[src/rtl/serial_frame_rx.sv]
// serial_frame_rx: framed serial receiver.
// A frame is a start bit (0), N data bits sent LSB first, an optional parity bit
// and a stop bit (1). The recovered word goes into a single holding register and
// is offered on a valid/ready handshake. Frame and parity error flags travel with
// the word. If a word completes while the holding register is still full and the
// consumer is not taking it in that same cycle, the new word is dropped and
// overrun_o pulses for one cycle.
// The bit strobe (bit_en_i) only gates the frame FSM. The output handshake is
// evaluated on every clock.
module serial_frame_rx #(
  parameter int unsigned N          = 8,
  parameter int unsigned PARITY_EN  = 1,
  parameter int unsigned PARITY_ODD = 0
) (
  input  logic         clk_i,
  input  logic         rst_ni,
  input  logic         bit_en_i,
  input  logic         serial_i,
  output logic [N-1:0] data_o,
  output logic         valid_o,
  input  logic         ready_i,
  output logic         frame_err_o,
  output logic         parity_err_o,
  output logic         overrun_o,
  output logic         busy_o
);

  // Counter width. Kept at 1 bit minimum so that N=1 still elaborates.
  localparam int unsigned CW = (N > 1) ? $clog2(N) : 1;
  localparam logic [CW-1:0] LAST_BIT = CW'(N - 1);
  localparam logic PAR_EN  = (PARITY_EN != 0);
  localparam logic PAR_ODD = (PARITY_ODD != 0);

  localparam logic [1:0] S_IDLE   = 2'd0;
  localparam logic [1:0] S_DATA   = 2'd1;
  localparam logic [1:0] S_PARITY = 2'd2;
  localparam logic [1:0] S_STOP   = 2'd3;

  logic [1:0]    state;
  logic [CW-1:0] cnt;
  logic [N-1:0]  shreg;
  logic          par_err;

  // Next value of the shift register. Each new bit enters at the MSB, so after
  // N bits the first bit received (the LSB) has moved down to bit 0. It is
  // written with a shift and an OR so that it also works when N=1.
  logic [N-1:0]  shreg_nxt;
  // Parity check of the data word against the incoming parity bit.
  logic          par_chk;
  // The stop bit is sampled in this cycle, so the frame is complete.
  logic          complete;
  // The holding register can take a new word: it is empty, or it is being
  // emptied by an accept in this same cycle.
  logic          can_load;

  // Combinational helpers for the datapath and the handshake.
  always_comb begin
    shreg_nxt = (shreg >> 1) | ({{(N-1){1'b0}}, serial_i} << (N - 1));
    par_chk   = (^shreg) ^ serial_i ^ PAR_ODD;
    complete  = bit_en_i && (state == S_STOP);
    can_load  = !valid_o || ready_i;
  end

  // Frame FSM, bit counter and shift register. They change only on strobe cycles.
  always_ff @(posedge clk_i) begin
    if (!rst_ni) begin
      state   <= S_IDLE;
      cnt     <= '0;
      shreg   <= '0;
      par_err <= 1'b0;
    end else if (bit_en_i) begin
      case (state)
        S_IDLE: begin
          // A low line on a strobe is a start bit.
          if (!serial_i) begin
            state <= S_DATA;
            cnt   <= '0;
          end
        end
        S_DATA: begin
          shreg <= shreg_nxt;
          if (cnt == LAST_BIT) begin
            cnt   <= '0;
            state <= PAR_EN ? S_PARITY : S_STOP;
          end else begin
            cnt <= cnt + 1'b1;
          end
        end
        S_PARITY: begin
          par_err <= par_chk;
          state   <= S_STOP;
        end
        S_STOP: begin
          // The FSM returns to idle even after a bad (low) stop bit. If the
          // line stays low, the next strobe is taken as a new start bit.
          state <= S_IDLE;
        end
        default: state <= S_IDLE;
      endcase
    end
  end

  // Holding register, valid/ready handshake and overrun pulse. Runs every clock.
  always_ff @(posedge clk_i) begin
    if (!rst_ni) begin
      data_o       <= '0;
      valid_o      <= 1'b0;
      frame_err_o  <= 1'b0;
      parity_err_o <= 1'b0;
      overrun_o    <= 1'b0;
    end else begin
      overrun_o <= 1'b0;
      if (complete) begin
        if (can_load) begin
          // An accept and a load in the same cycle keep valid_o high with the new word.
          data_o       <= shreg;
          frame_err_o  <= ~serial_i;
          parity_err_o <= PAR_EN & par_err;
          valid_o      <= 1'b1;
        end else begin
          // Holding register is full and not being drained: drop the word.
          overrun_o <= 1'b1;
        end
      end else if (valid_o && ready_i) begin
        valid_o <= 1'b0;
      end
    end
  end

  // busy_o is high whenever the FSM has left idle.
  always_comb begin
    busy_o = (state != S_IDLE);
  end

endmodule

[config.mk]
export PLATFORM = sky130hd
export DESIGN_NAME = serial_frame_rx
export DESIGN_NICKNAME = d
export VERILOG_FILES = /design/src/rtl/serial_frame_rx.sv
export SDC_FILE = /design/constraint.sdc
export NUM_CORES = 1
export LEC_CHECK = 0
export CAP_MARGIN = 20
export CORE_UTILIZATION = 38
export DETAILED_ROUTE_END_ITERATION = 10
export PLACE_DENSITY_LB_ADDON = 0.3
export RECOVER_POWER = 25
export SYNTH_ARGS = -nofsm -noshare
export SYNTH_HDL_FRONTEND = slang
export SYNTH_SLANG_ARGS = --single-unit
export TNS_END_PERCENT = 30
[constraint.sdc]
create_clock -name clk_i -period 1.8 [get_ports clk_i]
set_clock_uncertainty 0.05 [all_clocks]
set_input_delay 0.36 -clock clk_i [delete_from_list [all_inputs] [get_ports clk_i]]
set_output_delay 0.36 -clock clk_i [all_outputs]
set_load 0.05 [all_outputs]
== Yosys cells after proc, flatten, opt, wreduce, memory -nomap -nowiden ==
Index checks and enable logic that the tools add are counted.

* Register bits: 26
* Latch bits: 0
* Bits in writable memories: 0
* ROM bits: 0
* Input bits: 5
* Logic and storage cells: 46
* Memories kept: 0

* $add $sub $neg: 1
* Multipliers: 0
* Div/mod/pow operators: 0
* Order comparisons: 0
* Eq/ne operators: 7
* Shifts and indexed selects: 0
* Muxes and demuxes: 10
* Bitwise logic cells: 3
* Reduce and logical (&&, ||, !) cells: 16

{| class="wikitable"
|+ Operator list
! kind !! number
|-
| AND reduction 2 bit || 5
|-
| OR 7 x 8 -> 8 bit || 1
|-
| one-hot mux 2 bit (4 select lines) || 1
|-
| XOR reduction 8 bit || 1
|-
| two-way mux 3 bit || 2
|-
| one-hot mux 3 bit (2 select lines) || 1
|-
| AND reduction 3 bit || 2
|-
| nonzero test 2 bit || 3
|-
| equality test 2 bit (second input constant) || 2
|-
| two-way mux 1 bit || 4
|-
| two-way mux 2 bit || 2
|-
| inequality test 2 bit (second input constant) || 2
|-
| adder 3 x 1 -> 3 bit (second input constant) || 1
|-
| equality test 3 bit (second input constant) || 1
|-
| equality test 2 x 1 -> 1 bit (second input constant) || 1
|-
| logical AND 1 bit || 2
|-
| zero test 2 bit || 1
|-
| inequality test 2 x 1 -> 1 bit (second input constant) || 1
|-
| zero test 1 bit || 1
|-
| logical OR 1 bit || 1
|-
| inverter 1 bit || 1
|-
| bitwise XOR 1 bit || 1
|}

== Depth between registers and ports, before layout ==
* Depth after elaboration: 4
* Depth in mapped cells: 6
* Mapped depth without buffers: 6

== Least setup slack after synthesis ==
Ideal clock, no wire load.

* Path kind: register -> register
* From: register valid_o
* To: register frame_err_o
* Setup time: 116 ps
* Arrival time: 1256 ps
* Required time: 1634 ps
* Path slack: 378 ps
* Cell stages (with the launch flop): 5
* Cell sequence: dfxtp_1 > nor2b_1 > nor2_1 > buf_2 > o211a_1

* Cells in the longest elaborated chain, start to end: 3

{| class="wikitable"
|+ Ends and longest elaborated chain
! item !! line !! RTL
|-
| start, declared || 20 || <nowiki>output logic valid_o,</nowiki>
|-
| start signal, assigned || 107 || <nowiki>valid_o <= 1'b0;</nowiki>
|-
| start signal, assigned || 119 || <nowiki>valid_o <= 1'b1;</nowiki>
|-
| start signal, assigned || 125 || <nowiki>valid_o <= 1'b0;</nowiki>
|-
| zero test 1 bit || 61 || <nowiki>can_load = !valid_o || ready_i;</nowiki>
|-
| logical OR 1 bit || 61 ||
|-
| AND reduction 2 bit (no source line) || -- ||
|-
| end signal, assigned || 117 || <nowiki>frame_err_o <= ~serial_i;</nowiki>
|-
| end, declared || 22 || <nowiki>output logic frame_err_o,</nowiki>
|}

No other way between the ends.
A chain may end at the register's enable or synchronous reset.

== Worst setup path after layout ==
* From: register state[0]
* To: output busy_o

* Cells in the longest elaborated chain, start to end: 1

{| class="wikitable"
|+ Ends and longest elaborated chain
! item !! line !! RTL
|-
| start, declared || 39 || <nowiki>logic [1:0] state;</nowiki>
|-
| start signal, assigned || 84 || <nowiki>state <= PAR_EN ? S_PARITY : S_STOP;</nowiki>
|-
| nonzero test 2 bit || 132 || <nowiki>busy_o = (state != S_IDLE);</nowiki>
|-
| end, declared || 25 || <nowiki>output logic busy_o</nowiki>
|}

No other way between the ends.

==> flow_results.xml <==
<?xml version="1.0" encoding="UTF-8"?>
<metrics>
  <group name="timing">
    <metric name="finalSetupTns" unit="ns">0</metric>
    <metric name="report.final.hold_viol_count" unit="">0</metric>
    <metric name="rsz_0062_raised_after_global_routing" unit="">false</metric>
    <metric name="max_clock_freq" unit="MHz">596</metric>
    <metric name="timing.final.crit_period" unit="ns">1.68</metric>
    <metric name="timing_worst_slew_pin_value" unit="ns">0.598</metric>
    <metric name="setup_slack_after_layout" unit="ns">0.122</metric>
    <metric name="period_share" unit="%">93.2</metric>
    <metric name="worst_slew_margin_rel" unit="%">60.3</metric>
    <metric name="hold-worst-slack" unit="ns">0.419</metric>
    <metric name="number_of_setup_violations_in_the_final_report" unit="">0</metric>
    <metric name="slew_viol_final" unit="">0</metric>
  </group>
  <group name="logic_synthesis">
    <metric name="synth.largest_area_cell" unit="">dfxtp_1</metric>
    <metric name="synth_edf_count" unit="">0</metric>
    <metric name="ys_seq_elements" unit="">26</metric>
    <metric name="synth.top_cell.area_share" unit="%">44.8</metric>
    <metric name="synth-seq-area-share" unit="%">44.8</metric>
    <metric name="synthArstFlopShare" unit="%">0</metric>
    <metric name="avgSynthCellArea" unit="sq um">8.87</metric>
    <metric name="ys_warn_count" unit="">0</metric>
    <metric name="ys_top_cells_by_count" unit="">36 x nand2_1, 26 x dfxtp_1, 20 x a21boi_0</metric>
    <metric name="synth_area" unit="sq mm">0.00116</metric>
    <metric name="synth-main-ff-cell" unit="">dfxtp_1</metric>
    <metric name="post-synth-top-count-cell" unit="">nand2_1</metric>
    <metric name="ranking_of_synthesized_cells_by_area" unit="">dfxtp_1 45%, a21boi_0 13%, nand2_1 12%</metric>
    <metric name="postSynthCellCount" unit="">131</metric>
    <metric name="synth.distinct_cells" unit="">25</metric>
    <metric name="synth.net_count" unit="">142</metric>
  </group>
  <group name="global_routing">
    <metric name="grt_pass1_wl" unit="mm">3.86</metric>
    <metric name="gr-usage-all-layers" unit="%">14.9</metric>
    <metric name="grt_max_degree" unit="">16</metric>
    <metric name="first_global_vias" unit="">874</metric>
    <metric name="grt_remaining_overflow" unit="">0</metric>
    <metric name="antenna_found_initial" unit="">0</metric>
  </group>
  <group name="route">
    <metric name="detailedRoute.firstIterationViolations" unit="">36</metric>
    <metric name="detailroute.via_count" unit="">915</metric>
    <metric name="drt-vias-per-instance" unit="">4.95</metric>
    <metric name="drcViolationCount" unit="">4</metric>
    <metric name="detailedRoute.firstPassIterationCount" unit="">7</metric>
    <metric name="drtAntennaViolNets" unit="">0</metric>
    <metric name="postRouteWirelength" unit="mm">2.19</metric>
    <metric name="wire_per_inst" unit="um">11.9</metric>
  </group>
  <group name="clocking">
    <metric name="post_cts.repair.setup_buffers" unit="">0</metric>
    <metric name="clkLatencyLatePin" unit="ns">0.32</metric>
    <metric name="htree_levels" unit="">1</metric>
    <metric name="ctsRootBufferMaster" unit="">clkbuf_4</metric>
    <metric name="cts_tree" unit="">built</metric>
    <metric name="clkSlewWorstSetupHoldPaths" unit="ns">0.14</metric>
    <metric name="cts_inserted_buffers" unit="">3</metric>
    <metric name="clock_path_buffers" unit="">2</metric>
    <metric name="numClockSinks" unit="">26</metric>
  </group>
  <group name="critical_path">
    <metric name="crit_path_end" unit="">busy_o</metric>
    <metric name="cp.depth" unit="">4</metric>
    <metric name="cp.required" unit="ns">1.39</metric>
    <metric name="crit_top_cell" unit="">inv_1</metric>
    <metric name="critical_path.cell_chain" unit="">inv_1 -&gt; ha_1 -&gt; inv_1 -&gt; buf_12</metric>
    <metric name="timing_worst_setup_path_type" unit="">reg2out</metric>
    <metric name="timing.rr.end" unit="">state[0]</metric>
    <metric name="reg2reg_from" unit="">state[0]</metric>
    <metric name="reg2reg_setup_slack" unit="ns">0.37</metric>
    <metric name="path_delay_family" unit="">flip-flops</metric>
    <metric name="nature_of_the_critical_path_startpoint" unit="">flop</metric>
    <metric name="cp_num_buf_inv" unit="">3</metric>
    <metric name="critical_path_launch_point" unit="">state[0]</metric>
    <metric name="crit_path_max_fanout" unit="">4</metric>
    <metric name="slowest_stage" unit="">dfxtp_2</metric>
    <metric name="timing.critical_path.arrival" unit="ns">1.27</metric>
    <metric name="rr_worst_depth" unit="">5</metric>
    <metric name="cpPeakStageDelay" unit="ns">0.38</metric>
    <metric name="crit_end_category" unit="">output port</metric>
  </group>
  <group name="outcome">
    <metric name="status" unit="">complete, but fails checks</metric>
    <metric name="violations" unit="">design-rule violations</metric>
  </group>
  <group name="placed_design">
    <metric name="post-place-ws" unit="ns">0.116</metric>
    <metric name="dpl.hpwl" unit="mm">1.66</metric>
    <metric name="numPortBuffers" unit="">17</metric>
    <metric name="inst_count_dp" unit="">181</metric>
    <metric name="place_congestion" unit="">0.708</metric>
  </group>
  <group name="finish">
    <metric name="areaGrowthSynthToFinish" unit="%">21.1</metric>
    <metric name="filler_cell_count" unit="">297</metric>
    <metric name="ratio_of_cells_with_drive_above_1_in_the_final_layout" unit="%">12.3</metric>
    <metric name="antenna-diode-count" unit="">0</metric>
    <metric name="fin_nets" unit="">166</metric>
    <metric name="finish.cell_count_without_fillers" unit="">185</metric>
  </group>
  <group name="min_path">
    <metric name="whs_path_depth" unit="">2</metric>
    <metric name="min_path_type" unit="">reg2reg</metric>
    <metric name="timing.hold.worst.start" unit="">data_o[0]</metric>
  </group>
  <group name="floorplan">
    <metric name="initial_utilization" unit="%">41.1</metric>
    <metric name="design.die.area" unit="sq mm">0.00328</metric>
    <metric name="placeableCoreArea" unit="sq mm">0.00283</metric>
    <metric name="die-width" unit="um">57.3</metric>
    <metric name="placement_rows" unit="">19</metric>
    <metric name="chipHeight" unit="um">57.3</metric>
    <metric name="io_pins" unit="">18</metric>
  </group>
  <group name="power_and_ir_drop">
    <metric name="vdd.ir_drop.worst" unit="uV">642</metric>
    <metric name="leakage" unit="nW">0.550</metric>
    <metric name="power_per_cell_area" unit="mW/mm^2">798</metric>
  </group>
  <group name="flow_run">
    <metric name="maxCapViolCount" unit="">0</metric>
  </group>
</metrics>
registers in the layout (all words and copies together), names as in the netlist:
signal        flops
data_o            8
state             2
frame_err_o       1
par_err           1
valid_o           1
cnt               3
shreg             8
parity_err_o      1
overrun_o         1
placed cells by master (no fill, tap or decap):
cell type        synthesis  routed
nand3b_1                 1       1
clkdlybuf4s50_1          0       3
o211a_1                  1       1
nand4b_1                 1       1
nand2_1                 36      36
xor2_1                   2       2
nor2_1                   3       3
o21ai_1                  1       1
clkbuf_1                 2       8
o211ai_1                 1       1
mux2i_1                  1       1
buf_12                   0       1
a32oi_1                  1       1
buf_4                    0      11
nand2b_1                 2       2
o311a_1                  1       1
inv_1                    3       3
nor2b_1                  3       3
dlygate4sd3_1            0       1
dfxtp_2                  0       2
xnor2_1                  3       3
ha_1                     6       6
nand3_1                 11      11
xnor3_1                  1       1
dfxtp_1                 26      24
a21boi_0                20      20
a21boi_2                 1       1
and3_1                   1       1
clkbuf_4                 0       3
bufinv_16                0       1
cell families after synthesis:
logic type	share of synthesized area, %
AO/OA/AOI/OAI	17.4
XOR/XNOR	5.71
adder cells (fa/ha/maj)	6.46
buffers and inverters	2.80
flip-flops	44.8
multiplexers	0.861
AND/OR/NAND/NOR	22.0
final cells by class:
type,instances,area [sq um],share of cell area [%]
multi-input cells,97,609,43.3
flip-flops and latches,26,523,37.2
repair buffers,24,173,12.3
well taps,31,38.8,2.76
clock inverters,1,30.0,2.13
clock buffers,3,22.5,1.60
inverters,3,11.3,0.800
power by group:
group	internal, mW	switching [mW]	total (mW)
sequential	0.584	0.00690	0.591
clock	0.225	0.176	0.401
combinational	0.0587	0.0731	0.132
worst min path at each step:
stage	end	slack [ns]
global route	data_o[3]	0.46
finish	data_o[0]	0.42
CTS	data_o[4]	0.43
floorplan	parity_err_o	0.39
global placement	data_o[4]	0.40
detailed placement	data_o[4]	0.41
per-stage QoR:
stage               utilization (%)  instance area [sq um]  power, mW
global placement               48.9                   1380      0.732
global route                   49.8                   1410       1.18
detailed placement             48.9                   1380      0.735
CTS                            50.7                   1440       1.14
finish                         49.8                   1410       1.12
floorplan                         -                   1160      0.679
tightest hold or removal path, cell delays in order, from the launching register on:
cell and delay [ns]:
dfxtp_1 0.33, nand2_1 0.04, a21boi_0 0.06
per-layer routing:
| layer | global-route usage, % | vias to the layer above | wire, um |
|---|---|---|---|
| li1 | - | 489 | - |
| met2 | 25.2 | 16 | 1000 |
| met3 | 4.08 | 2 | 82 |
| met1 | 19.5 | 408 | 1090 |
| met5 | 0 | - | 0 |
| met4 | 2.09 | 0 | 13 |
what timing repair did:
item | CTS | global route
hold buffers | 0 | 0
gates resized for setup | 0 | 2
endpoints found under the hold margin | 0 | 0
endpoints found under the setup margin | 0 | 1
No activity file was read; power rests on OpenSTA's default activity.
